$ cat src/rtl/axil_pkg.sv
// Shared types and constants for the AXI4-Lite CSR bank.
// Response codes, FSM state encodings and an index-width helper.
package axil_pkg;

    localparam logic [1:0] RESP_OKAY   = 2'b00;
    localparam logic [1:0] RESP_SLVERR = 2'b10;

    typedef enum logic [1:0] {
        W_ACCEPT,
        W_COMMIT,
        W_RESP
    } write_state_t;

    typedef enum logic {
        R_ACCEPT,
        R_DATA
    } read_state_t;

    // Register index width; a single-register bank still needs one bit
    function automatic int idx_width(input int n);
        return (n <= 1) ? 1 : $clog2(n);
    endfunction

endpackage

$ cat src/rtl/axil_csr_decode.sv
// Combinational CSR address decoder: byte address to register index,
// validity and read-only flag.
module axil_csr_decode
    import axil_pkg::*;
#(
    parameter int                ADDR_WIDTH = 32,
    parameter int                DATA_WIDTH = 32,
    parameter int                NUM_REGS   = 8,
    parameter logic [NUM_REGS-1:0] RO_MASK  = NUM_REGS'('h20),
    localparam int               LSB        = $clog2(DATA_WIDTH / 8),
    localparam int               IDXW       = idx_width(NUM_REGS)
) (
    input  logic [ADDR_WIDTH-1:0] addr,
    output logic [IDXW-1:0]       index,
    output logic                  valid,
    output logic                  is_ro
);

    localparam int TOP = LSB + IDXW;

    logic [ADDR_WIDTH-1:0] hi_bits;
    logic                  lsb_unused;

    assign index      = addr[LSB +: IDXW];
    assign hi_bits    = addr >> TOP;
    assign lsb_unused = ^addr[LSB-1:0];

    // Range check and read-only lookup for the decoded index
    always_comb begin
        valid = (hi_bits == '0) && (int'(index) < NUM_REGS);
        is_ro = 1'b0;
        for (int i = 0; i < NUM_REGS; i++) begin
            if (valid && index == IDXW'(i)) begin
                is_ro = RO_MASK[i];
            end
        end
    end

endmodule

$ cat src/rtl/axi_lite_csr_bank.sv
// AXI4-Lite slave register bank with byte strobes, read-only status
// registers and write-commit pulses. Option: AXIL_CSR_SELF_CLEAR_EN.
module axi_lite_csr_bank
    import axil_pkg::*;
#(
    parameter int                              ADDR_WIDTH   = 32,
    parameter int                              DATA_WIDTH   = 32,
    parameter int                              NUM_REGS     = 8,
    parameter logic [NUM_REGS-1:0]             RO_MASK      = NUM_REGS'('h20),
    parameter logic [NUM_REGS*DATA_WIDTH-1:0]  RESET_VALUES = '0,
    parameter logic [DATA_WIDTH-1:0]           SC_MASK      = DATA_WIDTH'(1)
) (
    input  logic                           ACLK,
    input  logic                           ARESETN,
    input  logic [ADDR_WIDTH-1:0]          AWADDR,
    input  logic                           AWVALID,
    output logic                           AWREADY,
    input  logic [DATA_WIDTH-1:0]          WDATA,
    input  logic [DATA_WIDTH/8-1:0]        WSTRB,
    input  logic                           WVALID,
    output logic                           WREADY,
    output logic [1:0]                     BRESP,
    output logic                           BVALID,
    input  logic                           BREADY,
    input  logic [ADDR_WIDTH-1:0]          ARADDR,
    input  logic                           ARVALID,
    output logic                           ARREADY,
    output logic [DATA_WIDTH-1:0]          RDATA,
    output logic [1:0]                     RRESP,
    output logic                           RVALID,
    input  logic                           RREADY,
    output logic [NUM_REGS*DATA_WIDTH-1:0] reg_out,
    input  logic [NUM_REGS*DATA_WIDTH-1:0] ro_in,
    output logic [NUM_REGS-1:0]            wr_pulse
);

    localparam int NB   = DATA_WIDTH / 8;
    localparam int IDXW = idx_width(NUM_REGS);

    write_state_t wstate;
    read_state_t  rstate;

    logic                  rst_done;
    logic                  aw_held;
    logic                  w_held;
    logic [ADDR_WIDTH-1:0] aw_addr_q;
    logic [DATA_WIDTH-1:0] wdata_q;
    logic [NB-1:0]         wstrb_q;
    logic [DATA_WIDTH-1:0] regs [NUM_REGS];

    logic [IDXW-1:0]       aw_index;
    logic                  aw_ok;
    logic                  aw_ro;
    logic [IDXW-1:0]       ar_index;
    logic                  ar_ok;
    logic                  ar_ro;
    logic [DATA_WIDTH-1:0] rd_word;

    logic aw_hs;
    logic w_hs;
    logic ar_hs;

`ifndef AXIL_CSR_SELF_CLEAR_EN
    logic sc_unused;
    assign sc_unused = ^SC_MASK;
`endif

    axil_csr_decode #(
        .ADDR_WIDTH (ADDR_WIDTH),
        .DATA_WIDTH (DATA_WIDTH),
        .NUM_REGS   (NUM_REGS),
        .RO_MASK    (RO_MASK)
    ) u_aw_dec (
        .addr  (aw_addr_q),
        .index (aw_index),
        .valid (aw_ok),
        .is_ro (aw_ro)
    );

    axil_csr_decode #(
        .ADDR_WIDTH (ADDR_WIDTH),
        .DATA_WIDTH (DATA_WIDTH),
        .NUM_REGS   (NUM_REGS),
        .RO_MASK    (RO_MASK)
    ) u_ar_dec (
        .addr  (ARADDR),
        .index (ar_index),
        .valid (ar_ok),
        .is_ro (ar_ro)
    );

    assign AWREADY = rst_done && (wstate == W_ACCEPT) && !aw_held;
    assign WREADY  = rst_done && (wstate == W_ACCEPT) && !w_held;
    assign ARREADY = rst_done && (rstate == R_ACCEPT);

    assign aw_hs = AWVALID && AWREADY;
    assign w_hs  = WVALID && WREADY;
    assign ar_hs = ARVALID && ARREADY;

    // Keeps ready outputs low while reset is asserted
    always_ff @(posedge ACLK or negedge ARESETN) begin
        if (!ARESETN) begin
            rst_done <= 1'b0;
        end else begin
            rst_done <= 1'b1;
        end
    end

    // Flat register view; read-only slices come straight from ro_in
    always_comb begin
        reg_out = '0;
        for (int i = 0; i < NUM_REGS; i++) begin
            reg_out[i*DATA_WIDTH +: DATA_WIDTH] =
                RO_MASK[i] ? ro_in[i*DATA_WIDTH +: DATA_WIDTH] : regs[i];
        end
    end

    // Read mux over the flat view so RO registers return live values
    always_comb begin
        rd_word = '0;
        for (int i = 0; i < NUM_REGS; i++) begin
            if (ar_index == IDXW'(i)) begin
                rd_word = reg_out[i*DATA_WIDTH +: DATA_WIDTH];
            end
        end
    end

    // Write channel FSM, holding registers and register storage
    always_ff @(posedge ACLK or negedge ARESETN) begin
        if (!ARESETN) begin
            wstate    <= W_ACCEPT;
            aw_held   <= 1'b0;
            w_held    <= 1'b0;
            aw_addr_q <= '0;
            wdata_q   <= '0;
            wstrb_q   <= '0;
            BVALID    <= 1'b0;
            BRESP     <= RESP_OKAY;
            wr_pulse  <= '0;
            for (int i = 0; i < NUM_REGS; i++) begin
                regs[i] <= RESET_VALUES[i*DATA_WIDTH +: DATA_WIDTH];
            end
        end else begin
            wr_pulse <= '0;
`ifdef AXIL_CSR_SELF_CLEAR_EN
            regs[0] <= regs[0] & ~SC_MASK;
`endif
            unique case (wstate)
                W_ACCEPT: begin
                    if (aw_hs) begin
                        aw_held   <= 1'b1;
                        aw_addr_q <= AWADDR;
                    end
                    if (w_hs) begin
                        w_held  <= 1'b1;
                        wdata_q <= WDATA;
                        wstrb_q <= WSTRB;
                    end
                    if ((aw_held || aw_hs) && (w_held || w_hs)) begin
                        wstate <= W_COMMIT;
                    end
                end
                W_COMMIT: begin
                    if (aw_ok && !aw_ro) begin
                        for (int i = 0; i < NUM_REGS; i++) begin
                            if (aw_index == IDXW'(i)) begin
                                wr_pulse[i] <= 1'b1;
                                for (int k = 0; k < NB; k++) begin
                                    if (wstrb_q[k]) begin
                                        regs[i][8*k +: 8] <= wdata_q[8*k +: 8];
                                    end
                                end
                            end
                        end
                        BRESP <= RESP_OKAY;
                    end else begin
                        BRESP <= RESP_SLVERR;
                    end
                    BVALID <= 1'b1;
                    wstate <= W_RESP;
                end
                W_RESP: begin
                    if (BREADY) begin
                        BVALID  <= 1'b0;
                        aw_held <= 1'b0;
                        w_held  <= 1'b0;
                        wstate  <= W_ACCEPT;
                    end
                end
                default: begin
                    wstate <= W_ACCEPT;
                end
            endcase
        end
    end

    // Read channel FSM with registered data and response
    always_ff @(posedge ACLK or negedge ARESETN) begin
        if (!ARESETN) begin
            rstate <= R_ACCEPT;
            RVALID <= 1'b0;
            RDATA  <= '0;
            RRESP  <= RESP_OKAY;
        end else begin
            unique case (rstate)
                R_ACCEPT: begin
                    if (ar_hs) begin
                        RVALID <= 1'b1;
                        rstate <= R_DATA;
                        if (ar_ok) begin
                            RDATA <= rd_word;
                            RRESP <= RESP_OKAY;
                        end else begin
                            RDATA <= '0;
                            RRESP <= RESP_SLVERR;
                        end
                    end
                end
                R_DATA: begin
                    if (RREADY) begin
                        RVALID <= 1'b0;
                        rstate <= R_ACCEPT;
                    end
                end
                default: begin
                    rstate <= R_ACCEPT;
                end
            endcase
        end
    end

    logic ro_unused;
    assign ro_unused = ar_ro;

endmodule

$ cat config.mk
export PLATFORM = sky130hd
export DESIGN_NAME = axi_lite_csr_bank
export DESIGN_NICKNAME = d
export VERILOG_FILES = /design/src/rtl/axil_pkg.sv /design/src/rtl/axil_csr_decode.sv /design/src/rtl/axi_lite_csr_bank.sv
export SDC_FILE = /design/constraint.sdc
export NUM_CORES = 1
export LEC_CHECK = 0
export BUFFER_PORTS_ARGS = -buffer_cell sky130_fd_sc_hd__buf_2
export CELL_PAD_IN_SITES_DETAIL_PLACEMENT = 0
export CELL_PAD_IN_SITES_GLOBAL_PLACEMENT = 1
export CORE_AREA = 2 2 259 261
export CTS_BUF_LIST = sky130_fd_sc_hd__clkbuf_8
export DETAILED_ROUTE_END_ITERATION = 16
export DIE_AREA = 0 0 261 263
export PLACE_DENSITY = 0.65
export SYNTH_ARGS = -nofsm -noshare
export SYNTH_HDL_FRONTEND = slang
export SYNTH_HIERARCHICAL = 1
export SYNTH_SLANG_ARGS = --single-unit
$ cat constraint.sdc
create_clock -name ACLK -period 5.8 [get_ports ACLK]
set_clock_uncertainty 0.1 [all_clocks]
set_input_delay 0.58 -clock ACLK [delete_from_list [all_inputs] [get_ports ACLK]]
set_output_delay 0.58 -clock ACLK [all_outputs]
set_load 0.01 [all_outputs]
==> summary.txt, run 1 <==
================================================================================
Finish-stage setup viols                                                       0
FP Rows                                                                       94
Slew HR                                                                    17.4%
Maximum buffer depth of the clock tree                                         3
Routed wl met3                                                           3830 µm
Placed wire-length estimate                                             38900 µm
Element type at the critical path start                                     flop
WP data arrival                                                          3920 ps
Die extent in y                                                           263 µm
Final-layout fill cell count                                                6781
Cell total after placement                                                  2395
Clock-pin slew on the worst setup and hold paths                           60 ps
Maximum capacitance violations                                                 0
Switching pwr                                                            1.80 mW
Wl on met1                                                              24600 µm
Crit path required time                                                  6190 ps
CP max-delay cell                                                   sky130_fd_sc_hd__and2_1
Remaining DRCs                                                                 0
Insertion delay of the later-clocked pin in the worst-skew pair           640 ps
Final Hold Viols                                                               0
Clock tree from TritonCTS                                                   done
Count of cells resized by post-cts repair                                      0
Cell-internal power                                                      4.32 mW
Via count of the first global-routing pass                                 12600
Launching instance or port of the critical path                     aw_addr_q[17]
Power Dens Cells                                                      306 mW/mm²
TritonCTS Buffers                                                             66
Leakage power of the design                                              10.5 nW
Leftover overflow at the end of global routing                                 0
Combinational share of power                                               12.2%
Average instance area after synthesis                                   13.2 µm²
Proportion of layout cells with a drive suffix above 1                     57.1%
Combined area of the multi-input logic cells                         0.00655 mm²
Accumulated negative setup slack                                            0 ps
Reg2reg start                                                       aw_addr_q[17]
RSZ-0062 raised after global routing                                       false
Average vias per placed instance                                            4.62
Number of detailed-route iterations in the first pass                          5
Kind of end point of the critical path                                      flop
Routed met2 length                                                      27100 µm
Remaining antenna violation count                                              0
GRT Util Overall                                                           16.6%
Achievable clock frequency                                               284 MHz
Register area                                                        0.00851 mm²
Number of buffers added on ports                                             437
CP Class                                                            flop to flop
Clock period minus worst slack                                           3520 ps
Count of mapped cells out of synthesis                                      1184
Total Power                                                              6.12 mW
Maximum fanout along the worst path                                            9
Min-delay src                                                          AWADDR[4]
Die area                                                              0.0686 mm²
Most common cell after layout, fill and taps aside                  sky130_fd_sc_hd__buf_2
Top layer in use                                                            met5
Worst hold path class                                               primary input to flop
Growth of design area from synthesis to finish                             28.0%
Clock network fraction of design power                                     38.4%
Count of vias placed by the detailed router                                11700
RePlAce Congestion                                                         0.800
Final cycle utilization of the critical path                               60.7%
Wire length of the first global-routing pass                            83700 µm
Count of boundary I/O pins                                                   668
Placeable core area                                                   0.0656 mm²
Post-placement cell area                                              0.0185 mm²
Number of non-filler instances in the completed layout                      2530
Die extent in x                                                           261 µm
Worst path max stage delay                                                760 ps
Worst path cell trace                                               nor4_1 > nand4_1 > nor3_1 > nand4bb_1 > buf_4 > nor3_2 > and2_1 > mux2_2
Total number of H-tree levels                                                  3
Effective utilization at floorplan                                         23.8%
Relative contribution of sequential cells to total power                   49.4%
Clock Sinks                                                                  340
Outcome                                                             complete, no violations
Area of all placed cells without fillers                              0.0200 mm²
Clock root buffer                                                   sky130_fd_sc_hd__clkbuf_8
Pins over their slew limit                                                     0
Average wire per cell in the routed design                               22.7 µm
Slew @ Worst Pin                                                         1240 ps
Routed wire length                                                      57500 µm
Cell area after synthesis                                             0.0156 mm²
Number of antenna violations at the first check in global routing              3
Final #Nets                                                                 1987
IR Drop Worst-Case VDD                                                  0.202 mV
Diode insertion count for antenna repair                                       0
Sw Ratio                                                                   29.3%
Synthesis Warnings                                                             6
Commonest non-fill, non-tap cells in the layout                     433 x sky130_fd_sc_hd__buf_2, 340 x sky130_fd_sc_hd__dfrtp_1, 340 x sky130_fd_sc_hd__mux2_2, 82 x sky130_fd_sc_hd__clkbuf_8, 58 x sky130_fd_sc_hd__a21oi_1
Drt initial violations                                                       581
Pin count of the biggest net entering global routing                         152
================================================================================
[power by group through the flow]
stage          Sequential [mW]  Clock (mW)  Combinational, mW
2_1_floorplan             2.87           0              0.605
3_3_place_gp              3.04           0              0.727
3_5_place_dp              3.07           0              0.747
4_1_cts                   3.02        2.44              0.763
5_1_grt                   3.08        2.57              0.823
6_report                  3.02        2.35              0.746
[critical path, delay by kind of cell, from the launching register on]
family	cells	cell delay, ps
mux	1	410
buf+inv	1	220
simple gates	6	2270
flops	1	370
[per-stage QoR]
stage | hold slack, ps | worst slack (ps) | utilization [%]
3_5_place_dp | 371 | 2150 | 28.2
4_1_cts | 0.368 | 2110 | 30.5
3_3_place_gp | 356 | 2180 | 28.2
5_1_grt | 25.1 | 1970 | 30.5
2_1_floorplan | 184 | 3450 | -
6_report | 78.6 | 2280 | 30.5
[cell type report]
class | instances | area share, %
clock buffers | 82 | 5.64
inverters | 4 | 0.0751
well taps | 864 | 5.40
flip-flops and latches | 340 | 42.5
clock inverters | 28 | 0.738
repair buffers | 474 | 12.8
multi-input cells | 738 | 32.8
[per-layer routing]
metal	GRT usage [%]	up-vias
met1	20.5	5973
met5	0	-
met4	6.94	2
li1	-	5192
met3	4.46	113
met2	27.2	410
[sequential cells by signal, indices dropped and copies added, names as in the netlist]
signal	count
BRESP	1
BVALID	1
RDATA	32
RRESP	1
RVALID	1
aw_addr_q	30
aw_held	1
reg_out	224
rst_done	1
rstate	1
w_held	1
wdata_q	32
wr_pulse	8
wstate	2
wstrb_q	4
[repair_timing]
item                                   in CTS  in global routing
setup buffers                               0                  0
endpoints found under the hold margin     122                  0
hold buffers                               25                  0
[final timing paths]
kind / slack (ps) / depth (start not counted) / end
setup / recovery: 2280 / 8 / reg_out[104]
hold / removal: 80 / 2 / aw_addr_q[4]
setup reg to reg: 2280 / 8 / reg_out[104]
hold reg to reg: 380 / 2 / RDATA[13]
max in group asynchronous: 3580 / 3 / aw_addr_q[26]
min in group asynchronous: 450 / 2 / reg_out[89]
Note: power is estimated with default switching activity, not from simulation.
==> inputs of run 2 (changes only) <==
- CORE_AREA: 2 2 259 261 -> 2 2 257 259
- DIE_AREA: 0 0 261 263 -> 0 0 259 261
- PLACE_DENSITY: 0.65 -> 0.68
- clock period: 5.8 -> 2.9 ns (I/O delays scaled with it)
==> run 2 against run 1 <==
  * Total power up 110%
  * Largest cell class unchanged
  * Worst setup slack worse by 2100 ps
  * Critical path depth is 4 higher
  * Largest power group unchanged
  * First-iteration DRC count is 25% higher
  * Via count grew 4.7%
==> summary.txt, run 2 (synthesized netlist as in run 1, its figures left out) <==
================================================================================
Die extent in x                                                           259 µm   -0.77%
WP data arrival                                                          3130 ps   -790 ps
Drt initial violations                                                       729   +25%
Pin count of the biggest net entering global routing                          79   -48%
GRT Util Overall                                                           17.0%   +0.45 points
Effective utilization at floorplan                                         24.0%   +0.22 points
Clock period minus worst slack                                           2730 ps   -794 ps
Worst hold path class                                               primary input to flop
Wire length of the first global-routing pass                            84500 µm   +1.0%
Count of boundary I/O pins                                                   668   unchanged
Clock network fraction of design power                                     37.9%   -0.5 points
Achievable clock frequency                                               366 MHz   +29%
Growth of design area from synthesis to finish                             37.6%
Leakage power of the design                                              11.2 nW   +7.0%
IR Drop Worst-Case VDD                                                  0.373 mV   +84%
Number of detailed-route iterations in the first pass                          5   unchanged
Maximum buffer depth of the clock tree                                         3   unchanged
Sw Ratio                                                                   29.5%   +0.20 points
Clock Sinks                                                                  340   unchanged
Clock root buffer                                                   sky130_fd_sc_hd__clkbuf_8
Total number of H-tree levels                                                  3   unchanged
Clock-pin slew on the worst setup and hold paths                           60 ps   about the same
Power Dens Cells                                                      584 mW/mm²   +91%
Remaining antenna violation count                                              0   unchanged
Leftover overflow at the end of global routing                                 0   unchanged
Average vias per placed instance                                            4.62   about the same
Cell total after placement                                                  2454   +2.5%
Number of antenna violations at the first check in global routing              1   -2
CP Class                                                            flop to flop
Final Hold Viols                                                               0   unchanged
Routed wire length                                                      58500 µm   +1.8%
Via count of the first global-routing pass                                 12900   +2.5%
Core occupancy in the finished layout                                      33.1%   +2.6 points
Finish-stage setup viols                                                       0   unchanged
Register area                                                        0.00851 mm²   unchanged
Final #Nets                                                                 2105   +5.9%
Kind of end point of the critical path                                      flop
RSZ-0062 raised after global routing                                        true
Largest register FFs                                                         224   unchanged
Smallest setup slack after layout                                         171 ps   -2110 ps
Most common cell after layout, fill and taps aside                  sky130_fd_sc_hd__buf_2
Relative contribution of sequential cells to total power                   48.2%   -1.2 points
Final-layout fill cell count                                                6541   -3.5%
Number of buffers added on ports                                             437   unchanged
Number of non-filler instances in the completed layout                      2651   +4.8%
Proportion of layout cells with a drive suffix above 1                     57.7%   +0.59 points
Final cycle utilization of the critical path                               94.1%   +33 points
Maximum fanout along the worst path                                            8   -1
RePlAce Congestion                                                         0.799   -0.12%
Placeable core area                                                   0.0650 mm²   -0.90%
Slew @ Worst Pin                                                          708 ps   -528 ps
Maximum capacitance violations                                                 0   unchanged
Remaining DRCs                                                                 0   unchanged
Commonest non-fill, non-tap cells in the layout                     433 x sky130_fd_sc_hd__buf_2, 340 x sky130_fd_sc_hd__dfrtp_1, 334 x sky130_fd_sc_hd__mux2_2, 80 x sky130_fd_sc_hd__clkbuf_8, 76 x sky130_fd_sc_hd__dlygate4sd3_1
Outcome                                                             complete, no violations
Switching pwr                                                            3.71 mW   +110%
TritonCTS Buffers                                                             66   unchanged
Insertion delay of the later-clocked pin in the worst-skew pair           630 ps   about the same
FP Rows                                                                       94   unchanged
Element type at the critical path start                                     flop
Average wire per cell in the routed design                               22.1 µm   -2.9%
Pins over their slew limit                                                     0   unchanged
Die extent in y                                                           261 µm   -0.76%
Slew HR                                                                    52.8%   +35 points
Cell-internal power                                                      8.84 mW   +100%
Setup slack after placement                                              -311 ps   -2460 ps
Placed wire-length estimate                                             41000 µm   +5.3%
Combinational share of power                                               13.9%   +1.7 points
Die area                                                              0.0676 mm²   -1.5%
Count of vias placed by the detailed router                                12200   +4.7%
Combined area of the multi-input logic cells                         0.00664 mm²   +1.3%
Crit path required time                                                  3300 ps   -2890 ps
Total Power                                                              12.5 mW   +110%
Clock tree from TritonCTS                                                   done
================================================================================
run 2: cell types whose count changed in the layout (fill, tap and decap cells not counted), moves of 6 or more:
cell	change
sky130_fd_sc_hd__mux2_4	+6
sky130_fd_sc_hd__mux2_2	-6
sky130_fd_sc_hd__buf_12	+28
sky130_fd_sc_hd__buf_6	+6
sky130_fd_sc_hd__dlygate4sd3_1	+51
sky130_fd_sc_hd__buf_4	+33
run 2: routing by layer:
layer / wire length [µm] / track usage, %
met3: 4110 / 4.85
met1: 24500 / 20.7
met4: 2060 / 7.55
met5: 12 / 0
met2: 27800 / 28.2
run 2: cell type report:
type / count / area share, %
inverter: 4 / 0.0698
timing repair buffer: 592 / 18.4
multi-input combinational: 738 / 30.9
clock inverter: 32 / 0.920
sequential: 340 / 39.6
clock buffer: 80 / 5.12
antenna: 1 / 0.0116
tap: 864 / 5.03
run 2: final timing paths:
kind                            cells past startpoint  slack (ps)     startpoint             to
worst min register to register                      2         380         RVALID         RVALID
worst max-delay path                               12         170  aw_addr_q[16]   reg_out[114]
max in group asynchronous                           4        1590        ARESETN  aw_addr_q[15]
worst min-delay path                                5         100     ro_in[176]      RDATA[16]
worst max register to register                     12         170  aw_addr_q[16]   reg_out[114]
min in group asynchronous                           2         190        ARESETN      RDATA[16]
run 2: power by group through the flow:
stage                     Combinational, mW  Clock [mW]  Sequential (mW)
after detailed placement               1.64           0             6.09
after floorplan                        1.21           0             5.74
after global placement                 1.58           0             6.04
after global routing                   1.91        5.17             6.15
final                                  1.74        4.76             6.05
after CTS                              1.75        4.97             6.02
run 2: stage by stage:
step | instance area (µm²) | hold slack, ps | TNS (ps)
after floorplan | 15600 | -106 | 0
after global placement | 19300 | 241 | -20470
after detailed placement | 19300 | 264 | -22090
after CTS | 21400 | 4.41 | 0
after global routing | 21500 | 67.7 | 0
final | 21500 | 99.1 | 0
run 2: repair_timing:
| item | in CTS | in global routing |
|---|---|---|
| endpoints found under the hold margin | 142 | 0 |
| setup endpoints to repair | 134 | 197 |
| hold buffers | 76 | 0 |
| buffers inserted | 8 | 0 |
| pin swaps | 4 | 6 |
| resized for setup | 2 | 22 |
| cloned | 0 | 0 |
run 2: worst max-delay path: stages (launching register included):
cell and delay [ps]:
sky130_fd_sc_hd__dfrtp_1 380, sky130_fd_sc_hd__nor4_2 300, sky130_fd_sc_hd__nand4_1 150, sky130_fd_sc_hd__buf_6 160, sky130_fd_sc_hd__nor3_2 150, sky130_fd_sc_hd__nand4bb_1 130, sky130_fd_sc_hd__buf_6 160, sky130_fd_sc_hd__buf_6 130
sky130_fd_sc_hd__nor3_4 160, sky130_fd_sc_hd__buf_6 160, sky130_fd_sc_hd__and2_4 150, sky130_fd_sc_hd__buf_12 140, sky130_fd_sc_hd__mux2_2 340
==> inputs of run 3 (changes only) <==
- RECOVER_POWER: unset -> 50
==> run 3 against run 2 <==
  * The flow now finishes with violations (capacitance limit, slew limit)
  * Final cell count is the same
  * Hold slack gained 2.5 ps
  * Maximum frequency is essentially flat
  * Critical path type unchanged
==> summary.txt, run 3 (synthesized netlist as in run 1, its figures left out) <==
================================================================================
Area of all placed cells without fillers                              0.0213 mm²   -1.1%
Insertion delay of the later-clocked pin in the worst-skew pair           630 ps   about the same
Outcome                                                             finished, violations left
Count of boundary I/O pins                                                   668   unchanged
Reg2reg start                                                       aw_addr_q[16]
Number of detailed-route iterations in the first pass                          5   unchanged
Clock tree from TritonCTS                                                   done
Remaining antenna violation count                                              0   unchanged
Worst path max stage delay                                                380 ps   about the same
Pins over their slew limit                                                    76   +76
Final-layout fill cell count                                                6603   +0.95%
Finish-stage setup viols                                                       0   unchanged
Placed wire-length estimate                                             41000 µm   unchanged
Smallest setup slack after layout                                         168 ps   -2.28 ps
Clock root buffer                                                   sky130_fd_sc_hd__clkbuf_8
Achievable clock frequency                                               366 MHz   about the same
Maximum capacitance violations                                                 1   +1
Final Hold Viols                                                               0   unchanged
IR Drop Worst-Case VDD                                                  0.377 mV   +1.1%
Clock period minus worst slack                                           2730 ps   +2.28 ps
Pin count of the biggest net entering global routing                          79   unchanged
Worst path cell trace                                               nor4_2 > nand4_1 > buf_6 > nor3_2 > nand4bb_1 > buf_6 > buf_6 > nor3_4 > buf_6 > and2_4 > buf_12 > mux2_2
Average vias per placed instance                                            4.60   -0.42%
CP Class                                                            flop to flop
Maximum buffer depth of the clock tree                                         3   unchanged
TritonCTS Buffers                                                             66   unchanged
Largest register FFs                                                         224   unchanged
Effective utilization at floorplan                                         24.0%   unchanged
Worst hold path class                                               primary input to flop
Number of buffers added on ports                                             437   unchanged
Leakage power of the design                                              10.6 nW   -5.3%
Violations in the final reports                                     capacitance limit, slew limit
Number of antenna violations at the first check in global routing              1   unchanged
Power Dens Cells                                                      589 mW/mm²   +0.90%
Kind of end point of the critical path                                      flop
Wire length of the first global-routing pass                            84500 µm   unchanged
Proportion of layout cells with a drive suffix above 1                     49.5%   -8.2 points
Commonest non-fill, non-tap cells in the layout                     340 x sky130_fd_sc_hd__dfrtp_1, 334 x sky130_fd_sc_hd__mux2_2, 287 x sky130_fd_sc_hd__buf_2, 146 x sky130_fd_sc_hd__clkbuf_1, 80 x sky130_fd_sc_hd__clkbuf_8
Die area                                                              0.0676 mm²   unchanged
Element type at the critical path start                                     flop
Clock Sinks                                                                  340   unchanged
Launching instance or port of the critical path                     aw_addr_q[16]
Most common cell after layout, fill and taps aside                  sky130_fd_sc_hd__dfrtp_1
WP data arrival                                                          3130 ps   about the same
RePlAce Congestion                                                         0.799   unchanged
RSZ-0062 raised after global routing                                        true
Via count of the first global-routing pass                                 12900   unchanged
Dominant cell type by count on the critical path                    sky130_fd_sc_hd__buf_6
Final #Nets                                                                 2105   unchanged
Die extent in x                                                           259 µm   unchanged
Setup slack, reg-to-reg                                                   170 ps   about the same
Crit path required time                                                  3290 ps   about the same
Total number of H-tree levels                                                  3   unchanged
Leftover overflow at the end of global routing                                 0   unchanged
Placeable core area                                                   0.0650 mm²   unchanged
Remaining DRCs                                                                 0   unchanged
CP max-delay cell                                                   sky130_fd_sc_hd__dfrtp_1
GRT Util Overall                                                           17.0%   unchanged
Growth of design area from synthesis to finish                             36.1%
Capture point of the worst path                                     reg_out[114]
Maximum fanout along the worst path                                            8   unchanged
FP Rows                                                                       94   unchanged
Clock-pin slew on the worst setup and hold paths                           50 ps   about the same
Post-placement cell area                                              0.0193 mm²   unchanged
Number of cell instances on the worst register-to-register path               12   unchanged
Setup slack after placement                                              -311 ps   unchanged
End of the worst register-to-register path                          reg_out[114]
Slew HR                                                                   -55.1%   -110 points
Die extent in y                                                           261 µm   unchanged
Average wire per cell in the routed design                               22.0 µm   -0.15%
Count of vias placed by the detailed router                                12200   -0.42%
Drt initial violations                                                       704   -3.4%
Final cycle utilization of the critical path                               94.2%   about the same
Routed wire length                                                      58400 µm   -0.15%
Slew @ Worst Pin                                                         2330 ps   +1620 ps
================================================================================
==> run 3: cell types whose count changed in the layout (fill, tap and decap cells not counted), moves of 2 or more <==
cell                       before  now
sky130_fd_sc_hd__buf_12        30   28
sky130_fd_sc_hd__buf_2        433  287
sky130_fd_sc_hd__buf_4         46   39
sky130_fd_sc_hd__buf_6          6    8
sky130_fd_sc_hd__clkbuf_1       0  146
sky130_fd_sc_hd__clkbuf_2       0    8
==> run 3: report_power, final <==
group | leakage [nW] | switching (mW) | total, mW | internal (mW)
clock | 0.731 | 2.10 | 4.76 | 2.66
sequential | 4.59 | 0.782 | 6.04 | 5.26
combinational | 5.32 | 0.820 | 1.72 | 0.902
==> run 3: worst min-delay path by stage <==
stage / startpoint / endpoint / slack, ps / depth (start not counted)
6_report: ro_in[166] / RDATA[6] / 100 / 5
5_1_grt: ro_in[170] / RDATA[10] / 70 / 5
4_1_cts: ro_in[176] / RDATA[16] / 4 / 5
3_5_place_dp: ARESETN / wdata_q[16] / 260 / 1
3_3_place_gp: ARESETN / wdata_q[16] / 240 / 1
2_1_floorplan: ARESETN / BRESP[1] / -110 / 0
==> run 3: through the flow <==
step / TNS [ps] / hold WS [ps] / total power [mW] / util [%] / std cells
2_1_floorplan: 0 / -106 / 6.95 / - / 1185
6_report: 0 / 102 / 12.5 / 32.7 / 2651
3_3_place_gp: -20470 / 241 / 7.62 / 29.6 / 2454
4_1_cts: 0 / 4.41 / 12.7 / 32.9 / 2650
3_5_place_dp: -22090 / 264 / 7.73 / 29.6 / 2454
5_1_grt: 0 / 70.4 / 13.2 / 32.7 / 2650
==> run 3: worst max-delay path, delay by kind of cell (launching register included) <==
| kind | cells | cell delay [ps] |
|---|---|---|
| flops | 1 | 380 |
| simple gates | 6 | 1040 |
| mux | 1 | 340 |
| buf+inv | 5 | 750 |
==> run 3: what timing repair did <==
item | in CTS | in global routing
pin swaps | 4 | 6
endpoints found under the hold margin | 142 | 0
hold buffers | 76 | 0
resized for setup | 2 | 22
setup buffers | 8 | 0
setup endpoints to repair | 134 | 197
gates cloned | 0 | 0
==> run 3: cell type report <==
cell class              instances  area (µm²)  area share (%)
repair buffers                592        3730            17.5
flip-flops and latches        340        8510            40.0
inverters                       4        15.0          0.0706
multi-input cells             738        6640            31.2
diodes                          1        2.50          0.0118
clock inverters                32         198           0.929
well taps                     864        1080            5.08
clock buffers                  80        1100            5.18
==> run 3: routing by layer <==
layer / share of wire [%] / GRT usage (%)
met5: 0.021 / 0
met4: 3.5 / 7.55
met3: 7.0 / 4.85
met2: 48 / 28.2
met1: 42 / 20.7
